===== config.mk =====
export PLATFORM = sky130hd
export DESIGN_NAME = fsm_run_tx
export DESIGN_NICKNAME = d
export VERILOG_FILES = /design/src/rtl/fsm_run_tx.sv
export SDC_FILE = /design/constraint.sdc
export NUM_CORES = 1
export LEC_CHECK = 0
export CORE_MARGIN = 2
export CORE_UTILIZATION = 51
export CTS_CLUSTER_SIZE = 28
export DETAILED_ROUTE_END_ITERATION = 7
export PLACE_DENSITY_LB_ADDON = 0.15
export SETUP_SLACK_MARGIN = 0.4
export SLEW_MARGIN = 5
export SYNTH_ARGS = -nofsm -noshare
export SYNTH_HDL_FRONTEND = slang
export SYNTH_SLANG_ARGS = --single-unit

===== constraint.sdc =====
create_clock -name CLK -period 5.2 [get_ports CLK]
set_input_delay 1.04 -clock CLK [delete_from_list [all_inputs] [get_ports CLK]]
set_output_delay 1.04 -clock CLK [all_outputs]
set_load 0.03 [all_outputs]

===== src/rtl/fsm_run_tx.sv =====
// Serial run-length transmitter: (bit, length) commands in, one W bit per clock out, with a predicted run-detector flag.
// Latency: first bit on W one cycle after the accepting edge; a run of L bits ends with DONE on its last bit.
// Backpressure: IN_READY is high only in idle or on the last bit of a run, so consecutive runs chain with no gap.
module fsm_run_tx #(
    parameter int LEN_W      = 4,
    parameter bit IDLE_BIT   = 1'b0,
    parameter int ACCEPT_RUN = 4
) (
    input  logic             CLK,
    input  logic             RST,
    input  logic             IN_VALID,
    output logic             IN_READY,
    input  logic             IN_BIT,
    input  logic [LEN_W-1:0] IN_LEN,
    output logic             W,
    output logic             W_EN,
    output logic             DONE,
    output logic [2:0]       RUN,
    output logic             EXP_S
);

    localparam logic [2:0]       ACC_RUN = 3'(ACCEPT_RUN);
    localparam logic [LEN_W-1:0] ONE     = LEN_W'(1);

    typedef enum logic {IDLE, SEND} state_t;

    state_t           state, state_nxt;
    logic [LEN_W-1:0] cnt, cnt_nxt;
    logic             bit_q, bit_nxt;
    logic             accept;
    logic             w_nxt, done_nxt;
    logic [2:0]       run_nxt;

    always_ff @(posedge CLK) begin
        if (RST) begin
            state <= IDLE;
            cnt   <= '0;
            bit_q <= 1'b0;
            W     <= IDLE_BIT;
            W_EN  <= 1'b0;
            DONE  <= 1'b0;
            RUN   <= 3'd0;
            EXP_S <= 1'b0;
        end else begin
            state <= state_nxt;
            cnt   <= cnt_nxt;
            bit_q <= bit_nxt;
            W     <= w_nxt;
            W_EN  <= (state_nxt == SEND);
            DONE  <= done_nxt;
            RUN   <= run_nxt;
            EXP_S <= (run_nxt >= ACC_RUN);
        end
    end

    // cnt holds the number of bits still to send, including the one on W now.
    always_comb begin
        state_nxt = state;
        cnt_nxt   = cnt;
        bit_nxt   = bit_q;
        if (state == SEND) begin
            if (cnt > ONE) begin
                cnt_nxt = cnt - ONE;
            end else begin
                state_nxt = IDLE;
                cnt_nxt   = '0;
            end
        end
        if (accept && (IN_LEN != '0)) begin
            state_nxt = SEND;
            cnt_nxt   = IN_LEN;
            bit_nxt   = IN_BIT;
        end
    end

    always_comb begin
        IN_READY = !RST && ((state == IDLE) || (cnt == ONE));
        accept   = IN_VALID && IN_READY;
        w_nxt    = (state_nxt == SEND) ? bit_nxt : IDLE_BIT;
        done_nxt = (accept && (IN_LEN == '0)) ||
                   ((state_nxt == SEND) && (cnt_nxt == ONE));
        // Only a change of W restarts the run; run boundaries of equal bits do not.
        if ((RUN == 3'd0) || (w_nxt != W)) begin
            run_nxt = 3'd1;
        end else if (RUN >= ACC_RUN) begin
            run_nxt = ACC_RUN;
        end else begin
            run_nxt = RUN + 3'd1;
        end
    end

endmodule

==> results.txt, run 1 <==
- The synthesized netlist devotes 21.58% of its cell area to compound gates.
- Of the total synthesized cell area, the portion taken by AND, OR, NAND and NOR gates is roughly a quarter.
* Reg-to-Reg End: RUN[0]
- For the pin with the worst max-slew slack, the measured transition is ~0.55 ns.
* Critical path buffers and inverters: 2
- The clock drives 11 sinks.
- Detailed routing inserted a total of about 600 vias.
- IR analysis of the VDD net gives a maximum drop of roughly 110 uV.
* Wire length of the first global-routing pass: around 2100 um
- Final setup violation count: 0
- In this design, the critical path's most frequently occurring cell is clkdlybuf4s50_1.
* Hold endpoint: bit_q
- Critical Path Fanout Max: 14
- Final Hold Viols: 0
- Growth of design area from synthesis to finish: 25.00%
- DRC: 0
- STA classifies the critical path endpoint as an output port.
* Highest cell delay on the worst timing path: approximately 0.70 ns
- Count of flip-flops with a built-in enable after synthesis: 0
- Derived from the worst setup path, the maximum achievable clock frequency is between 200 and 300 MHz.
- Fraction of the mapped netlist area in adder cells: under 10%
- During placement, the flow inserted port buffers numbering 15.
* Max-capacitance violation count: 0
- Power Dens Cells: between 200 and 250 nW/um2
- WP data arrival: roughly 2.7 ns
- On the final layout, the worst clock skew is about 0.0013 ns.
* Total congestion overflow after global routing: 0
- Counting every instance in the synthesized netlist gives a little under 80.
- The count of pins over their slew limit came to 0.
- Synth warnings: 0
* Number of distinct library cells after synthesis: 32
* Setup repair after global routing missed its margin: false
- Before antenna repair, the detailed router went through 4 iterations.
- Placed cell count: around 110
* Weighted congestion reported at the end of routability-driven placement: 0.8045
* Vias in the first global route: about 500
- Subtracting the final worst setup slack from the clock period gives ~3.7 ns.
* Main synth FF type: dfxtp_1
- Post-Layout Cell Count: between 100 and 150
- Post-CTS repair changed the size of 0 cells.
- The slowest stage of the critical path is the clkdlybuf4s50_1 cell.
- In the routed layout, each cell is associated on average with a via count of roughly 5.6.
- Share of final-layout standard cells stronger than drive strength 1: between 10 and 15%
* DIE AREA: between 1500 and 2000 um2
* Count of state elements after synthesis: 11
- Syn_area_per_cell: between 8 and 9 um2
* Most area-hungry cell type in the Yosys netlist: dfxtp_1
- Share of flip-flops with an asynchronous set or reset: 0%
- Setup TNS: 0 ns
- In the global route stage, overall resource usage came out at 19.75%.
- Walking the worst path, the cells encountered are clkdlybuf4s50_1, a21oi_1, clkdlybuf4s50_1.
- Cell count of the worst hold path: 2
- Synth Area in XOR/XNOR: 0%
- Top cell family by delay on the critical path: buffers and inverters
* Main combinational cell family by area after synthesis: simple AND/OR/NAND/NOR gates
- Post-route standard cell area excluding fillers: roughly 870 um2
- For this configuration, the core starts out at a cell density of a little over half.
- Die height: slightly above 40 um
- Clk Tree Root Cell: clkbuf_4
- Headroom to the max-slew limit came out at a little under two thirds.
- The portion of synthesized area spent on multiplexers is a little under a tenth.
* Antenna diode instance count: 0
* Die span in x: a little over 40 um
* Final period util: 71.40%
- In the final design database the tool counted approximately 110 nets.
- Number of buffers added to fix hold violations after cts: 0
* Worst reg2reg path startpoint: cnt[1]
* Hold slack final: roughly 0.48 ns
- The worst hold path begins at bit_q.
- Final routed wire length divided by cell count: ~13 um
* Longest Clk Path Bufs: 2
* Antenna violations before repair: 0
- The number of nets in the synthesized netlist is 91.
- Half-perimeter wire length of the detailed placement result: ~1100 um
- The worst hold path belongs to the class flip-flop to flip-flop.
* Post-CTS Setup Repair Bufs: 0
- Depth of the CTS H-tree: 1
- Worst slack at placement: between 1 and 1.5 ns
- Top-count cell post-synth: dfxtp_1
- TritonCTS created 3 clock buffers.
- The run finished with clean final reports.
- Once detail routing completed, the nets flagged for antenna violations numbered 0.
- After clock tree synthesis, the clock-pin slew on the worst setup and hold paths is around 0.070 ns.
- Standard cell core area: between 1000 and 1500 um2
- The analysis attributes to cell leakage a power of approximately 0.33 nW.
- Cell area reported after detailed placement: between 800 and 900 um2
- The critical path is of the primary input to output port type.
* Top post-synthesis cells by area: dfxtp_1 32%, ha_1 7.2%, nor2_1 4.9%
- The setup check on the worst reg-to-reg path leaves a slack of roughly 3.3 ns.
- Summed over all layers, the routed wires come to 1423 um.
- Cell Area, Synth: 695.7 um2
- Pin count of the biggest net entering global routing: 15
- Data on the critical path is required at its endpoint by 4.16 ns.
* Register area share after synthesis: between 30% and 40%
- 16 I/O pins were placed.
- Fraction of post-synthesis cell area in the top cell type by area: 31.65%
- Crit path setup slack, layout: 1.487 ns
* Number of placement rows: 13
* Clock tree from TritonCTS: yes
- Most frequent cells after synthesis: 11 x dfxtp_1, 9 x nor2_1, 7 x nand2_1
* CP Launch Type: primary input
- DR iter-0 viols: 14
* Later-pin clock latency in the skew report: between 0.2 and 0.3 ns
- Counting cells, the worst reg-to-reg path comes to 6.
## worst max-delay path by stage
stage | from | end | slack, ns | cells after the start
finish | RST | IN_READY | 1.49 | 3
global route | RST | IN_READY | 1.42 | 3
CTS | RST | IN_READY | 1.47 | 3
detailed placement | RST | IN_READY | 1.48 | 3
global placement | RST | IN_READY | 1.52 | 3
floorplan | RST | IN_READY | 2.43 | 2
## through the flow
step	total power [W]	utilization, %
4_1_cts	0.0002176	67.67
5_1_grt	0.0002279	67.67
3_5_place_dp	0.0001590	65.63
2_1_floorplan	0.0001384	-
3_3_place_gp	0.0001569	65.63
6_report	0.0002160	67.67
## final cells by class
cell class / instances / area (um2)
clock buffers: 4 / 26.28
fillers: 115 / 415.4
inverters: 5 / 18.77
multi-input cells: 59 / 435.4
flip-flops and latches: 11 / 220.2
well taps: 15 / 18.77
repair buffers: 15 / 150.1
## per-layer routing
metal | vias up | wire length, um | track usage [%]
li1 | 309 | - | -
met1 | 279 | 672 | 26.82
met2 | 22 | 661 | 28.52
met3 | 2 | 76 | 4.891
met4 | 0 | 14 | 10.00
met5 | - | 0 | 0
## sequential cells by signal, summed over array words and instances, names as in the netlist
register / flops
state: 1
DONE: 1
cnt: 4
W: 1
RUN: 3
bit_q: 1
## worst register-to-register path, cell delays in order (launching register included)
cell	delay, ns
dfxtp_1	0.31
inv_1	0.09
ha_1	0.18
or3b_4	0.43
a211oi_4	0.33
a2111oi_1	0.14
nor4bb_1	0.28
## logic make-up after synthesis
group / Yosys count
AOI/OAI and AO/OA: 18
adders and majority gates: 4
buffers and inverters: 9
DFF: 11
muxes: 6
and+or+nand+nor: 31
## cells in the final DEF (no fill, tap or decap), drive strengths merged
master / instances
or2: 1
a2111oi: 1
mux2i: 3
nor4b: 1
a211oi: 2
a21oi: 6
nand4b: 1
o21ba: 1
a21o: 1
o41ai: 1
o221a: 1
a211o: 1
or3b: 1
nor3b: 1
o21ai: 2
nor2b: 3
a21bo: 1
a221oi: 1
nand3b: 2
nand2: 7
clkdlybuf4s50: 15
nor4bb: 1
clkbuf: 4
ha: 4
nor2: 9
inv: 5
nor3: 4
dfxtp: 11
mux2: 3
## power by group
group	switching (W)	internal, W
Clock	0.0000286	0.0000296
Combinational	0.0000317	0.0000296
Sequential	0.00000647	0.0000900
Total	0.0000667	0.000149
Power figures use the tool's default switching activity.
==> inputs of run 2 (changes only) <==
CORE_UTILIZATION = 43   (was 51)
clock period = 3.2 ns   (was 5.2 ns; I/O delays follow)
==> results.txt, run 2 (synthesized netlist as in run 1, its figures left out) <==
* Result of the run: completed
- The number of max-cap violations came to 0 (unchanged).
- The number of top-level pins was 16 (unchanged).
- Static power due to leakage: 0.3485 nW (+4.5%)
- Worst slack at placement: 0.6887 ns (-0.7952 ns)
* Clk sinks: 11 (unchanged)
- Req. time, crit path: 2.56 ns (-1.60 ns)
* IO Port Bufs: 15 (unchanged)
- The pin count of the biggest net entering global routing is 14 (-1).
* Commonest non-fill, non-tap cell in the layout: clkdlybuf4s50_1
- Highest cell delay on the worst timing path: 0.42 ns (-0.28 ns)
- The first-pass GRT wire length is 2380 um (+14%).
- Final Hold Viols: 0 (unchanged)
- Endpoint type of the worst setup path: output port
* Class of the most critical hold timing path: flip-flop to flip-flop
- The average detailed-routed wire length per instance is 12.32 um (-5.7%).
* Fmax: around 420 MHz
* Worst vdd ir: 244.8 uV (+120%)
* Post-CTS Setup Repair Bufs: 0 (unchanged)
- The smallest setup slack after layout is 0.8389 ns (-0.6483 ns).
* Depth of the CTS H-tree: 1 (unchanged)
- Setup TNS: 0 ns (unchanged)
* Clock slew at reported path FFs: 0.07 ns (about the same)
- The total congestion overflow came to 0 (unchanged).
- Standard cell core area: 1506 um2 (+17%)
* Final setup violation count: 0 (unchanged)
- The maximum fanout encountered on the critical timing path was 4 (-10).
- Growth of design area from synthesis to finish: 26.62%
* Slew Viols, Final: 0 (unchanged)
- The width of the chip came to 44.22 um (+8.0%).
- Setup repair after global routing left no endpoint under its margin.
- The buffer and inverter count on the worst path was 2 (unchanged).
- The relative slew slack came to 70.90% (+7.4 points).
* Via count: 619 (+1.1%)
- DR iter-0 viols: 9 (-5)
- The initial antenna violation count is 0 (unchanged).
* Share of final-layout standard cells stronger than drive strength 1: 15.79% (+0.90 points)
* CP Cell Sequence: inv_1, ha_1, or3b_4, a21oi_1, dlymetal6s2s_1
- Final period util: about three quarters
- Number of placement rows: 14 (+1)
- The maximum clock path buffer count came to 2 (unchanged).
* Critical Path Slowest Stage Cell: or3b_4
* GRT Resource Usage Total: 16.60% (-3.2 points)
* Via density per instance: 5.577 (-0.68%)
* Die height: 44.22 um (+8.0%)
* Number of nets at the end of the flow: 108 (+0.93%)
* Detail Route Antenna Nets: 0 (unchanged)
- The number of buffers added to fix hold violations after cts is 0 (unchanged).
- Measured slew at the worst slew-check pin: 0.4318 ns (-0.1143 ns)
* Start-to-end type of the worst setup path: flip-flop to output port
- Gates resized, CTS repair: 0 (unchanged)
- Most flop-heavy register: cnt
- The total power density per cell area came to 396.5 nW/um2 (+60%).
* DIE AREA: 1955 um2 (+17%)
- The length of the first detailed-routing pass in iterations is 4 (unchanged).
- In this run the clock root is driven by a clkbuf_4.
- Shortest period the worst path allows: around 2.4 ns
- The number of DRC violations after detailed routing is 0 (unchanged).
- The final estimated routing congestion in global placement was 0.7056 (-12%).
- TritonCTS built the clock tree.
- Max reg flops: 4 (unchanged)
* Later-pin clock latency in the skew report: 0.27 ns (about the same)
- Num CTS Buffers: 3 (unchanged)
- Effective utilization at floorplan: 46.18% (-8.0 points)
* Post-route clock skew: 0.005912 ns (+0.004646 ns)
* Total wire length: 1367 um (-3.9%)
- Half-perimeter wire length of the detailed placement result: 1049 um (-4.1%)
- Vias in the first global route: 575 (+15%)
- The worst setup path is launched from a flip-flop.
- Biggest registers after layout: cnt (4), RUN (3)
- Commonest non-fill, non-tap cells in the layout: 14 x clkdlybuf4s50_1, 11 x dfxtp_1, 9 x nor2_1
- WP data arrival: 1.72 ns (-0.95 ns)
* Antenna diode instance count: 0 (unchanged)
* Top cell family by delay on the critical path: simple AND/OR/NAND/NOR gates
[run 2: worst paths after layout]
kind              startpoint        to  slack (ns)  cells past startpoint
setup / recovery      cnt[1]  IN_READY        0.84                      5
hold / removal         bit_q     bit_q        0.47                      2
setup reg to reg      cnt[1]    cnt[1]        1.37                      6
hold reg to reg        bit_q     bit_q        0.47                      2
[run 2: per-layer routing]
| layer | global-route usage, % | up-vias | share of wire (%) | routed length (um) |
|---|---|---|---|---|
| met3 | 2.449 | 4 | 5.8 | 79 |
| met2 | 25.29 | 19 | 42 | 569 |
| met4 | 9.091 | 0 | 1.5 | 21 |
| met5 | 0 | - | 0 | 0 |
| met1 | 22.47 | 281 | 51 | 696 |
| li1 | - | 315 | - | - |
[run 2: tightest hold or removal path: stages (launching register included)]
cell,delay (ns)
dfxtp_1,0.32
nand2_1,0.05
a21oi_1,0.06
[run 2: final cells by class]
class / instances / area, um2
Inverter: 5 / 18.77
Sequential cell: 11 / 220.2
Clock buffer: 4 / 26.28
Fill cell: 150 / 625.6
Timing Repair Buffer: 16 / 160.2
Multi-Input combinational cell: 59 / 435.4
Tap cell: 16 / 20.02
[run 2: power breakdown]
part / internal (W) / switching, W
clock network: 0.0000482 / 0.0000468
registers: 0.000146 / 0.0000101
logic: 0.0000484 / 0.0000495
total: 0.000243 / 0.000106
[run 2: through the flow]
stage          hold slack, ns  utilization (%)   power, W  std cells  cell area [um2]
2_1_floorplan          0.4364                -  0.0002250         79            695.7
3_3_place_gp           0.4559            56.56  0.0002569        107            852.1
3_5_place_dp           0.4679            56.56  0.0002579        107            852.1
4_1_cts                0.4780            58.31  0.0003530        111            878.3
5_1_grt                0.5235            58.47  0.0003710        111            880.8
6_report               0.4728            58.47  0.0003493        111            880.8
